### src/rtl/sd_frame_serializer.sv
// sd_frame_serializer: parallel-in/serial-out transmitter for the SD CMD line.
// A frame of up to BITS bits is shifted out one bit per enabled clock edge,
// followed by an optional CRC7 (x^7+x^3+1) and an optional '1' end bit.
module sd_frame_serializer #(
   parameter int unsigned BITS         = 48,
   parameter int unsigned BITS_COUNTER = 6,
   parameter bit          MSB_FIRST    = 1'b1,
   parameter bit          CRC_EN       = 1'b1,
   parameter bit          END_BIT      = 1'b1,
   parameter bit          IDLE_LEVEL   = 1'b1
) (
   input  logic                    clk,
   input  logic                    reset,
   input  logic                    enable,
   input  logic                    in_valid,
   output logic                    in_ready,
   input  logic [BITS-1:0]         in_data,
   input  logic [BITS_COUNTER-1:0] in_len,
   output logic                    out,
   output logic                    out_oe,
   output logic                    busy,
   output logic                    done
);

   // Counter is also reused for the 7 CRC bits, so it needs at least 3 bits.
   localparam int unsigned CW = (BITS_COUNTER > 3) ? BITS_COUNTER : 3;
   localparam logic [BITS_COUNTER-1:0] MaxLen = BITS_COUNTER'(BITS);

   typedef enum logic [1:0] {StIdle, StData, StCrc, StEnd} state_t;

   state_t                  state;
   logic [BITS-1:0]         shreg;
   logic [CW-1:0]           len;
   logic [CW-1:0]           counter;
   logic [6:0]              crc;

   logic [BITS_COUNTER-1:0] eff_len;
   logic [BITS-1:0]         aligned;
   logic [BITS-1:0]         first_shreg;
   logic [BITS-1:0]         shifted;
   logic                    first_bit;
   logic                    next_bit;

   // One serial CRC7 step: feedback taps at x^3 and x^0.
   function automatic logic [6:0] crc7_step(input logic [6:0] c, input logic b);
      logic fb;
      fb = c[6] ^ b;
      return {c[5:3], c[2] ^ fb, c[1:0], fb};
   endfunction

   assign in_ready = (state == StIdle) && !reset;
   assign busy     = (state != StIdle);

   // Effective length plus first/next bit selection for the configured bit order.
   always_comb begin
      eff_len = in_len;
      if (in_len == '0 || in_len > MaxLen) begin
         eff_len = MaxLen;
      end
      // Left-align the payload so the MSB-first stream always leaves from bit BITS-1.
      aligned = in_data << (MaxLen - eff_len);
      if (MSB_FIRST) begin
         first_bit   = aligned[BITS-1];
         first_shreg = aligned << 1;
         next_bit    = shreg[BITS-1];
         shifted     = shreg << 1;
      end else begin
         first_bit   = in_data[0];
         first_shreg = in_data >> 1;
         next_bit    = shreg[0];
         shifted     = shreg >> 1;
      end
   end

   // Frame FSM; every register, including out, holds on edges without enable.
   always_ff @(posedge clk or posedge reset) begin
      if (reset) begin
         state   <= StIdle;
         out     <= IDLE_LEVEL;
         out_oe  <= 1'b0;
         done    <= 1'b0;
         counter <= '0;
         len     <= '0;
         crc     <= '0;
         shreg   <= '0;
      end else begin
         done <= 1'b0;
         if (enable) begin
            case (state)
               StIdle: begin
                  if (in_valid && in_ready) begin
                     state   <= StData;
                     out     <= first_bit;
                     out_oe  <= 1'b1;
                     counter <= CW'(1);
                     len     <= CW'(eff_len);
                     shreg   <= first_shreg;
                     crc     <= crc7_step(7'd0, first_bit);
                  end
               end
               StData: begin
                  if (counter < len) begin
                     out     <= next_bit;
                     shreg   <= shifted;
                     counter <= counter + CW'(1);
                     crc     <= crc7_step(crc, next_bit);
                  end else if (CRC_EN) begin
                     state   <= StCrc;
                     out     <= crc[6];
                     crc     <= {crc[5:0], 1'b0};
                     counter <= CW'(1);
                  end else if (END_BIT) begin
                     state <= StEnd;
                     out   <= 1'b1;
                  end else begin
                     state  <= StIdle;
                     out    <= IDLE_LEVEL;
                     out_oe <= 1'b0;
                     done   <= 1'b1;
                  end
               end
               StCrc: begin
                  if (counter < CW'(7)) begin
                     out     <= crc[6];
                     crc     <= {crc[5:0], 1'b0};
                     counter <= counter + CW'(1);
                  end else if (END_BIT) begin
                     state <= StEnd;
                     out   <= 1'b1;
                  end else begin
                     state  <= StIdle;
                     out    <= IDLE_LEVEL;
                     out_oe <= 1'b0;
                     done   <= 1'b1;
                  end
               end
               StEnd: begin
                  state  <= StIdle;
                  out    <= IDLE_LEVEL;
                  out_oe <= 1'b0;
                  done   <= 1'b1;
               end
               default: state <= StIdle;
            endcase
         end
      end
   end

endmodule

### config.mk
export PLATFORM = sky130hd
export DESIGN_NAME = sd_frame_serializer
export DESIGN_NICKNAME = d
export VERILOG_FILES = /design/src/rtl/sd_frame_serializer.sv
export SDC_FILE = /design/constraint.sdc
export NUM_CORES = 1
export LEC_CHECK = 0
export BUFFER_PORTS_ARGS = -buffer_cell sky130_fd_sc_hd__buf_2
export CORE_ASPECT_RATIO = 2
export CORE_MARGIN = 2
export CORE_UTILIZATION = 60
export DETAILED_ROUTE_END_ITERATION = 6
export HOLD_SLACK_MARGIN = 0.08
export PLACE_DENSITY = 0.8
export SYNTH_ARGS = -nofsm -noshare
export SYNTH_HDL_FRONTEND = slang
export SYNTH_SLANG_ARGS = --single-unit
### constraint.sdc
create_clock -name clk -period 2.6 [get_ports clk]
set_input_delay 0.26 -clock clk [delete_from_list [all_inputs] [get_ports clk]]
set_output_delay 0.26 -clock clk [all_outputs]
set_load 0.01 [all_outputs]
==> run summary, run 1 <==
status = complete, but fails checks
failing checks = DRC
post-synthesis mux area share = 20.6%
Synth Flop Type = dfrtp_1
detailed placer's ending HPWL = 21.8 mm
Placement Setup Slack = -0.259 ns
#FFs+latches synth = 71
overall power = 7.06 mW
# H-tree levels = 3
Pwr Density = 777 nW/um2
area grow syn2layout = 26.3%
IO Pins = 63
WL met3 = 2.37 mm
Slew headroom = 48.3%
Synth Area in Compound Gates = 24.6%
CTS tree = done
Slew Limit Fails = 0
Final #Nets = 1098
setup tns final = 0 ns
fraction of layout instances using a drive strength above 1 = 30.8%
vias = 8501
Post-synth EDFFs = 0
initial core utilization = 61.5%
CTS clk-pin slew, worst paths = 0.06 ns
vias in the first global route = 8435
Routed met2 length = 14.3 mm
CP startpoint kind = register
Synth Area in XOR/XNOR = 0.730%
Routed met1 length = 9.37 mm
synth warn = 0
first-pass GRT wire length = 44.4 mm
die width = 81.4 um
Port Buffer Count = 62
largest family of logic cells by synthesized area = compound AO/OA/AOI/OAI gates
GRT Resource Usage Total = 45.2%
Worst-Skew Late Latency = 0.35 ns
TritonRoute pass-1 iters = 7
worst hold endpoint = out$_DFFE_PP1P_
Synth Area in Simple Gates = 21.0%
final clock skew = 0.00942 ns
final worst-path cycle share = 99.3%
crit path DAT = 2.79 ns
asr flop ratio synth = 100%
final RePlAce weighted congestion = 1.10
Clock Tree Buf Depth = 2
r2r setup slk = 0.02 ns
register area share after synthesis = 24.7%
Num CTS Buffers = 9
Worst Tran Pin Value = 0.770 ns
Worst Path Max Fanout = 28
Post-Syn Area = 7200 um2
peak supply drop = 763 uV
Hold Crit Start = enable
worst hold path type = primary input to register
die area = 12900 um2
Mapped Nets = 958
largest net degree at the start of global routing = 51
Root Driver = clkbuf_16
CTS sink cnt = 71
DR iter-0 viols = 978
Max Cap Viol = 0
Worst Hold Depth = 2
final core area utilization = 77.7%
row count = 56
Via density = 7.22
static leakage = 3.98 nW
Avg Cell Area, Syn = 8.10 um2
final hold vios = 0
ant diodes = 0
reg-to-reg critical path endpoint = shreg[15]$_DFFE_PP0P_
synth unique cells = 77
reg2reg path depth = 9
CP Capture Type = register
Max Used Layer = met4
Final Worst Setup Slack = 0.0174 ns
Gate Count Post-Synth = 888
drt total wl = 29.1 mm
Setup Crit Path Kind = register to register
post-synthesis adder-cell area fraction = 2.09%
RSZ-0062 raised after global routing = yes
GR Overflow Total = 0
reg2reg start = counter[2]$_DFFE_PP0P_
antenna violations before repair = 0
CP Data Required Time = 2.81 ns
WL per Instance = 24.7 um
core area = 11700 um2
Final ANT Viol Nets = 0
Final min period = 2.58 ns
Max Fclk = 0.387 GHz
Final setup viols = 0
DRC viols = 1
Vert. Die Dim = 159 um
-- kinds of logic (layout without fill, tap and decap cells) --
| family | Yosys count | count (layout) |
|---|---|---|
| and+or+nand+nor | 323 | 323 |
| AOI/OAI and AO/OA | 273 | 273 |
| muxes | 105 | 105 |
| buffers and inverters | 98 | 243 |
| DFF | 71 | 71 |
| adders and majority gates | 12 | 12 |
| xor gates and xnor gates | 6 | 6 |
-- metal layers --
| layer | track usage [%] | up-vias |
|---|---|---|
| li1 | - | 3644 |
| met1 | 47.1 | 3988 |
| met2 | 75.4 | 657 |
| met3 | 8.13 | 212 |
| met4 | 37.2 | 0 |
| met5 | 0 | - |
-- stage by stage --
step	area [um2]	cells	hold WS, ns
final	9090	1178	0.212
after global routing	9090	1178	0.221
after CTS	9040	1177	0.204
after detailed placement	8700	1160	0.418
after global placement	8700	1160	0.399
after floorplan	7490	888	0.353
-- flip-flops by register name, summed over array words and instances (netlist names) --
register and cells:
shreg 47, crc 7, counter 6, len 6, state 2, done 1, out 1, out_oe 1
-- cell usage after synthesis, types with 12 or more instances --
cell,number,area (um2)
nor3_1,16,80.1
a221oi_1,12,105
buf_2,16,80.1
inv_1,19,71.3
clkbuf_1,47,176
ha_1,12,150
nand3_1,50,250
mux2i_1,60,601
nor2_1,66,248
mux4_2,33,743
a31oi_1,19,119
o211ai_1,21,158
o21ai_0,63,315
dfrtp_1,70,1750
nand2_1,122,458
and3_1,14,87.6
a21oi_1,66,330
-- power by group --
| part | total (mW) | internal, mW | switching [mW] |
|---|---|---|---|
| combinational | 3.82 | 1.56 | 2.26 |
| clock | 1.36 | 0.862 | 0.498 |
| sequential | 1.88 | 1.57 | 0.317 |
| total | 7.06 | 3.99 | 3.07 |
-- placed cells by master (no fill, tap or decap), types with 7 or more instances in the layout --
cell type,n
clkbuf_16,9
nor2_1,66
buf_2,62
nand3_1,50
and3_1,12
buf_4,134
and2_1,9
o211ai_1,21
ha_1,9
a221oi_2,7
mux2i_1,58
nor3_1,16
o21ai_0,58
buf_12,10
o22ai_1,9
a21oi_1,60
mux4_2,33
dfrtp_1,70
a31oi_1,19
inv_1,16
a22oi_1,9
or4_1,7
nand2b_1,8
o21ai_1,11
nand2_1,121
-- layout make-up --
class                           instances  area [um2]
Sequential cell                        71        1780
Tap cell                              145         181
Clock inverter                          6        83.8
Multi-Input combinational cell        719        5200
Clock buffer                           10         239
Fill cell                             862        2610
Inverter                               20        77.6
Timing Repair Buffer                  207        1530
-- worst max-delay path by stage --
| stage | from | to | slack [ns] |
|---|---|---|---|
| after floorplan | in_len[0] | shreg[37]$_DFFE_PP0P_ | -0.34 |
| after global placement | in_len[4] | shreg[35]$_DFFE_PP0P_ | -0.23 |
| after detailed placement | in_len[4] | shreg[35]$_DFFE_PP0P_ | -0.26 |
| after CTS | state[1]$_DFFE_PP0P_ | shreg[15]$_DFFE_PP0P_ | 0.03 |
| after global routing | state[1]$_DFFE_PP0P_ | shreg[37]$_DFFE_PP0P_ | -0.06 |
| final | counter[2]$_DFFE_PP0P_ | shreg[15]$_DFFE_PP0P_ | 0.02 |
-- critical path, cell delays in order (launching register included) --
cell and delay, ns:
dfrtp_1 0.46, ha_1 0.34, a21oi_1 0.15, o21ai_0 0.15, a21o_1 0.19, and2_1 0.19
or2_4 0.34, buf_12 0.19, a221oi_1 0.31, nor2_1 0.10
-- timing repair --
action / 4_1_cts / 5_1_grt
setup buffers: 0 / 1
hold buffers: 1 / 0
gates resized for setup: 1 / 12
pin swaps: 0 / 1
hold endpoints to repair: 28 / 0
endpoints found under the setup margin: 1 / 29
No activity file was read; power rests on OpenSTA's default activity.
==> inputs of run 2 (changes only) <==
- REMOVE_ABC_BUFFERS: default -> 1
==> run summary, run 2 (synthesis results as in run 1) <==
peak supply drop = 755 uV
Vert. Die Dim = 159 um
fraction of layout instances using a drive strength above 1 = 29.5%
CTS sink cnt = 71
GRT Resource Usage Total = 44.9%
Placement Setup Slack = -0.461 ns
Slew headroom = 54.8%
Final Worst Setup Slack = 0.0522 ns
Worst Path Max Fanout = 14
die width = 81.4 um
Final setup viols = 0
Port Buffer Count = 62
Setup Crit Path Kind = primary input to register
most common cell after layout, fill and taps aside = buf_4
IO Pins = 63
final worst-path cycle share = 98.0%
CP startpoint kind = primary input
final hold vios = 0
cell family with most CP delay = buffers and inverters
static leakage = 3.97 nW
Worst Tran Pin Value = 0.674 ns
WL per Instance = 24.0 um
slowest CP cell = o211ai_1
largest registers = shreg: 47 flops, crc: 7 flops
vias in the first global route = 8221
largest net degree at the start of global routing = 52
Max Fclk = 0.392 GHz
Clock Tree Buf Depth = 2
Final min period = 2.55 ns
Num CTS Buffers = 9
final RePlAce weighted congestion = 1.07
commonest non-fill, non-tap cells in the layout = buf_4, nand2_1, dfrtp_1
CP Capture Type = register
CP cell instances = buf_2 > a21boi_4 > inv_1 > ha_4 > buf_4 > inv_1 > buf_4 > buf_4 > nand4_1 > nand2_1 > o211ai_1 > a31oi_1
antenna violations before repair = 0
Root Driver = clkbuf_16
Max Cap Viol = 0
detailed placer's ending HPWL = 21.8 mm
overall power = 6.88 mW
Multi-input gate area = 5100 um2
DRC viols = 0
dpl cell area = 8560 um2
final clock skew = 0.00498 ns
RSZ-0062 raised after global routing = yes
CP Data Required Time = 2.80 ns
worst hold path type = primary input to register
# H-tree levels = 3
core area = 11700 um2
Register Area = 1780 um2
Final #Nets = 1109
first-pass GRT wire length = 43.5 mm
most flop-heavy register = shreg
postcts setup bufs = 0
most used cell, CP = buf_4
status = complete, no violations
crit path buf inv count = 6
row count = 56
Final ANT Viol Nets = 0
CTS tree = done
TritonRoute pass-1 iters = 5
max reg flops = 47
FILL cells = 852
Worst-Skew Late Latency = 0.34 ns
vias = 8309
area grow syn2layout = 25.0%
GR Overflow Total = 0
die area = 12900 um2
CTS clk-pin slew, worst paths = 0.06 ns
crit path DAT = 2.74 ns
initial core utilization = 61.5%
DR iter-0 viols = 773
Final Cell Area = 8990 um2
Slew Limit Fails = 0
Pwr Density = 765 nW/um2
Worst path max stage delay = 0.48 ns
ant diodes = 0
drt total wl = 28.6 mm
Via density = 6.99
==> run 2: cell count changes in the layout (fill, tap and decap cells not counted), sizes merged <==
| cell | change |
|---|---|
| buf | +11 |
| bufinv | -1 |
| clkinv | -1 |
| clkinvlp | +1 |
| inv | +1 |
==> run 2: worst register-to-register path, cell delays in order, from the launching register on <==
cell and delay (ns):
dfrtp_1 0.46, ha_1 0.35, a21oi_1 0.16, nand2_1 0.09, a21o_1 0.17, and2_1 0.18
or2_2 0.38, buf_12 0.20, a21boi_1 0.23, o211ai_1 0.12
==> run 2: cell type report <==
type                            count  area share [%]
Clock inverter                      6           0.765
Inverter                           20           0.835
Timing Repair Buffer              218            17.2
Clock buffer                       10            2.66
Multi-Input combinational cell    719            56.7
Tap cell                          145            2.02
Sequential cell                    71            19.8
==> run 2: where the power goes <==
part,leakage [nW],total [mW],switching [mW],internal [mW]
Sequential,0.858,1.89,0.324,1.57
Clock,0.149,1.27,0.498,0.774
Combinational,2.96,3.72,2.18,1.54
Total,3.97,6.88,3.00,3.88
==> run 2: final timing paths <==
path                       slack (ns)  cells after the start                     to                   start
max                              0.05                     12  shreg[43]$_DFFE_PP0P_               in_len[0]
min                              0.21                      2        out$_DFFE_PP1P_                  enable
max reg2reg                      0.12                      9  shreg[27]$_DFFE_PP0P_  counter[5]$_DFFE_PP0P_
min reg2reg                      0.48                      1  shreg[24]$_DFFE_PP0P_   shreg[24]$_DFFE_PP0P_
max in group asynchronous        1.40                      4        out$_DFFE_PP1P_                   reset
min in group asynchronous        0.54                      3     crc[3]$_DFFE_PP0P_                   reset
==> run 2: metrics by stage <==
| step | instances | setup TNS (ns) | hold WS (ns) | util [%] |
|---|---|---|---|---|
| after floorplan | 810 | -304.11 | 0.353 | - |
| after global placement | 1172 | -6.99 | 0.300 | 73.1 |
| after detailed placement | 1172 | -9.29 | 0.320 | 73.1 |
| after CTS | 1189 | 0 | 0.197 | 75.9 |
| after global routing | 1189 | -0.00799 | 0.229 | 76.9 |
| final | 1189 | 0 | 0.208 | 76.9 |
==> run 2: timing repair <==
action,4_1_cts,5_1_grt
gates resized for setup,4,25
pin swaps,0,3
cloned,0,0
endpoints found under the hold margin,20,0
hold buffers,1,0
endpoints found under the setup margin,12,32
==> run 2: layer usage <==
layer  up-vias  share of wire [%]  GRT usage, %
met3       202                7.5          11.9
met4         0                 11          39.8
li1       3663                  -             -
met1      3917                 32          44.9
met5         -                  0             0
met2       527                 50          72.8
==> inputs of run 3 (changes only) <==
- SETUP_SLACK_MARGIN: default -> 0.15
==> run summary, run 3 (synthesis results as in run 1) <==
status = complete, no violations
most flop-heavy register = shreg
CTS tree = done
Final #Nets = 1126
max reg flops = 47
area grow syn2layout = 29.1%
WL per Instance = 24.3 um
Placement Setup Slack = -0.461 ns
vias = 8479
die area = 12900 um2
antenna violations before repair = 0
Worst-Skew Late Latency = 0.34 ns
Worst Tran Pin Value = 0.588 ns
drt total wl = 29.3 mm
Final Worst Setup Slack = 0.0605 ns
initial core utilization = 61.5%
ant diodes = 0
Max Fclk = 0.394 GHz
FILL cells = 792
slowest CP cell = mux2i_1
Hold Crit Start = enable
most used cell, CP = buf_4
Slew Limit Fails = 0
detailed placer's ending HPWL = 21.8 mm
largest registers = shreg: 47 flops, crc: 7 flops
largest net degree at the start of global routing = 52
Num CTS Buffers = 9
r2r setup slk = 0.12 ns
CP cell instances = buf_2 > a21boi_4 > inv_2 > ha_4 > buf_12 > xnor2_4 > buf_4 > mux2i_1 > a221oi_2 > buf_4 > nor3_1
CTS sink cnt = 71
final RePlAce weighted congestion = 1.07
Pwr Density = 766 nW/um2
Worst Path Max Fanout = 15
CP Capture Type = register
row count = 56
# H-tree levels = 3
Vert. Die Dim = 159 um
GR Overflow Total = 0
Root Driver = clkbuf_16
worst hold endpoint = out$_DFFE_PP1P_
Setup Crit Path Kind = primary input to register
RSZ-0062 raised after global routing = yes
worst hold path type = primary input to register
reg2reg start = counter[2]$_DFFE_PP0P_
final hold vios = 0
reg-to-reg critical path endpoint = shreg[46]$_DFFE_PP0P_
most common cell after layout, fill and taps aside = buf_4
die width = 81.4 um
peak supply drop = 766 uV
GRT Resource Usage Total = 45.1%
core area = 11700 um2
Max Cap Viol = 0
Clock Tree Buf Depth = 2
fraction of layout instances using a drive strength above 1 = 32.8%
reg2reg path depth = 10
DRC viols = 0
CTS clk-pin slew, worst paths = 0.06 ns
Final ANT Viol Nets = 0
DR iter-0 viols = 819
vias in the first global route = 8218
final clock skew = 0.00503 ns
crit path buf inv count = 5
commonest non-fill, non-tap cells in the layout = buf_4, nand2_1, dfrtp_1
crit path DAT = 2.79 ns
overall power = 7.12 mW
Final setup viols = 0
final worst-path cycle share = 97.7%
CP Data Required Time = 2.85 ns
static leakage = 4.07 nW
IO Pins = 63
Via density = 7.03
TritonRoute pass-1 iters = 6
Worst path max stage delay = 0.55 ns
cell family with most CP delay = buffers and inverters
Slew headroom = 59.7%
Worst Hold Depth = 2
CP startpoint kind = primary input
Final min period = 2.54 ns
first-pass GRT wire length = 43.8 mm
Port Buffer Count = 62
## run 3: power breakdown
group / switching [mW] / internal [mW] / total, mW
combinational: 2.29 / 1.66 / 3.95
clock: 0.495 / 0.774 / 1.27
sequential: 0.329 / 1.57 / 1.89
total: 3.12 / 4.00 / 7.12
## run 3: cell type report
cell class	count	area [um2]	area share [%]
clock buffer	10	239	2.57
sequential	71	1780	19.2
tap	145	181	1.95
clock inverter	6	68.8	0.741
inverter	20	82.6	0.889
multi-input combinational	719	5200	56.0
timing repair buffer	235	1740	18.7
## run 3: what timing repair did
action                                  CTS  global route
resized for setup                        11            52
hold buffers                              1             0
cloned                                    0             1
endpoints found under the setup margin   35            55
endpoints found under the hold margin    20             0
pin swaps                                 0            11
setup buffers                             0            16
## run 3: layer usage
metal | global-route usage [%] | share of wire [%] | vias to the layer above
li1 | - | - | 3699
met1 | 45.7 | 33 | 4073
met2 | 73.3 | 50 | 509
met3 | 10.9 | 6.5 | 198
met4 | 40.1 | 11 | 0
met5 | 0 | 0 | -
## run 3: metrics by stage
stage / TNS, ns / instance area, um2 / hold WS, ns / std cells / utilization, %
2_1_floorplan: -304.11 / 6820 / 0.353 / 810 / -
5_1_grt: 0 / 9290 / 0.235 / 1206 / 79.4
6_report: 0 / 9290 / 0.214 / 1206 / 79.4
3_3_place_gp: -6.99 / 8560 / 0.300 / 1172 / 73.1
4_1_cts: 0 / 8920 / 0.197 / 1189 / 76.2
3_5_place_dp: -9.29 / 8560 / 0.320 / 1172 / 73.1
## run 3: worst max-delay path by stage
stage                                  to       from  cells after the start  slack, ns
detailed placement  shreg[43]$_DFFE_PP0P_  in_len[0]                     12      -0.46
floorplan           shreg[32]$_DFFE_PP0P_  in_len[0]                      8      -6.26
global placement    shreg[43]$_DFFE_PP0P_  in_len[0]                     12      -0.40
finish              shreg[36]$_DFFE_PP0P_  in_len[0]                     11       0.06
global route        shreg[43]$_DFFE_PP0P_  in_len[5]                     10       0.02
CTS                 shreg[46]$_DFFE_PP0P_  in_len[0]                     12       0.13
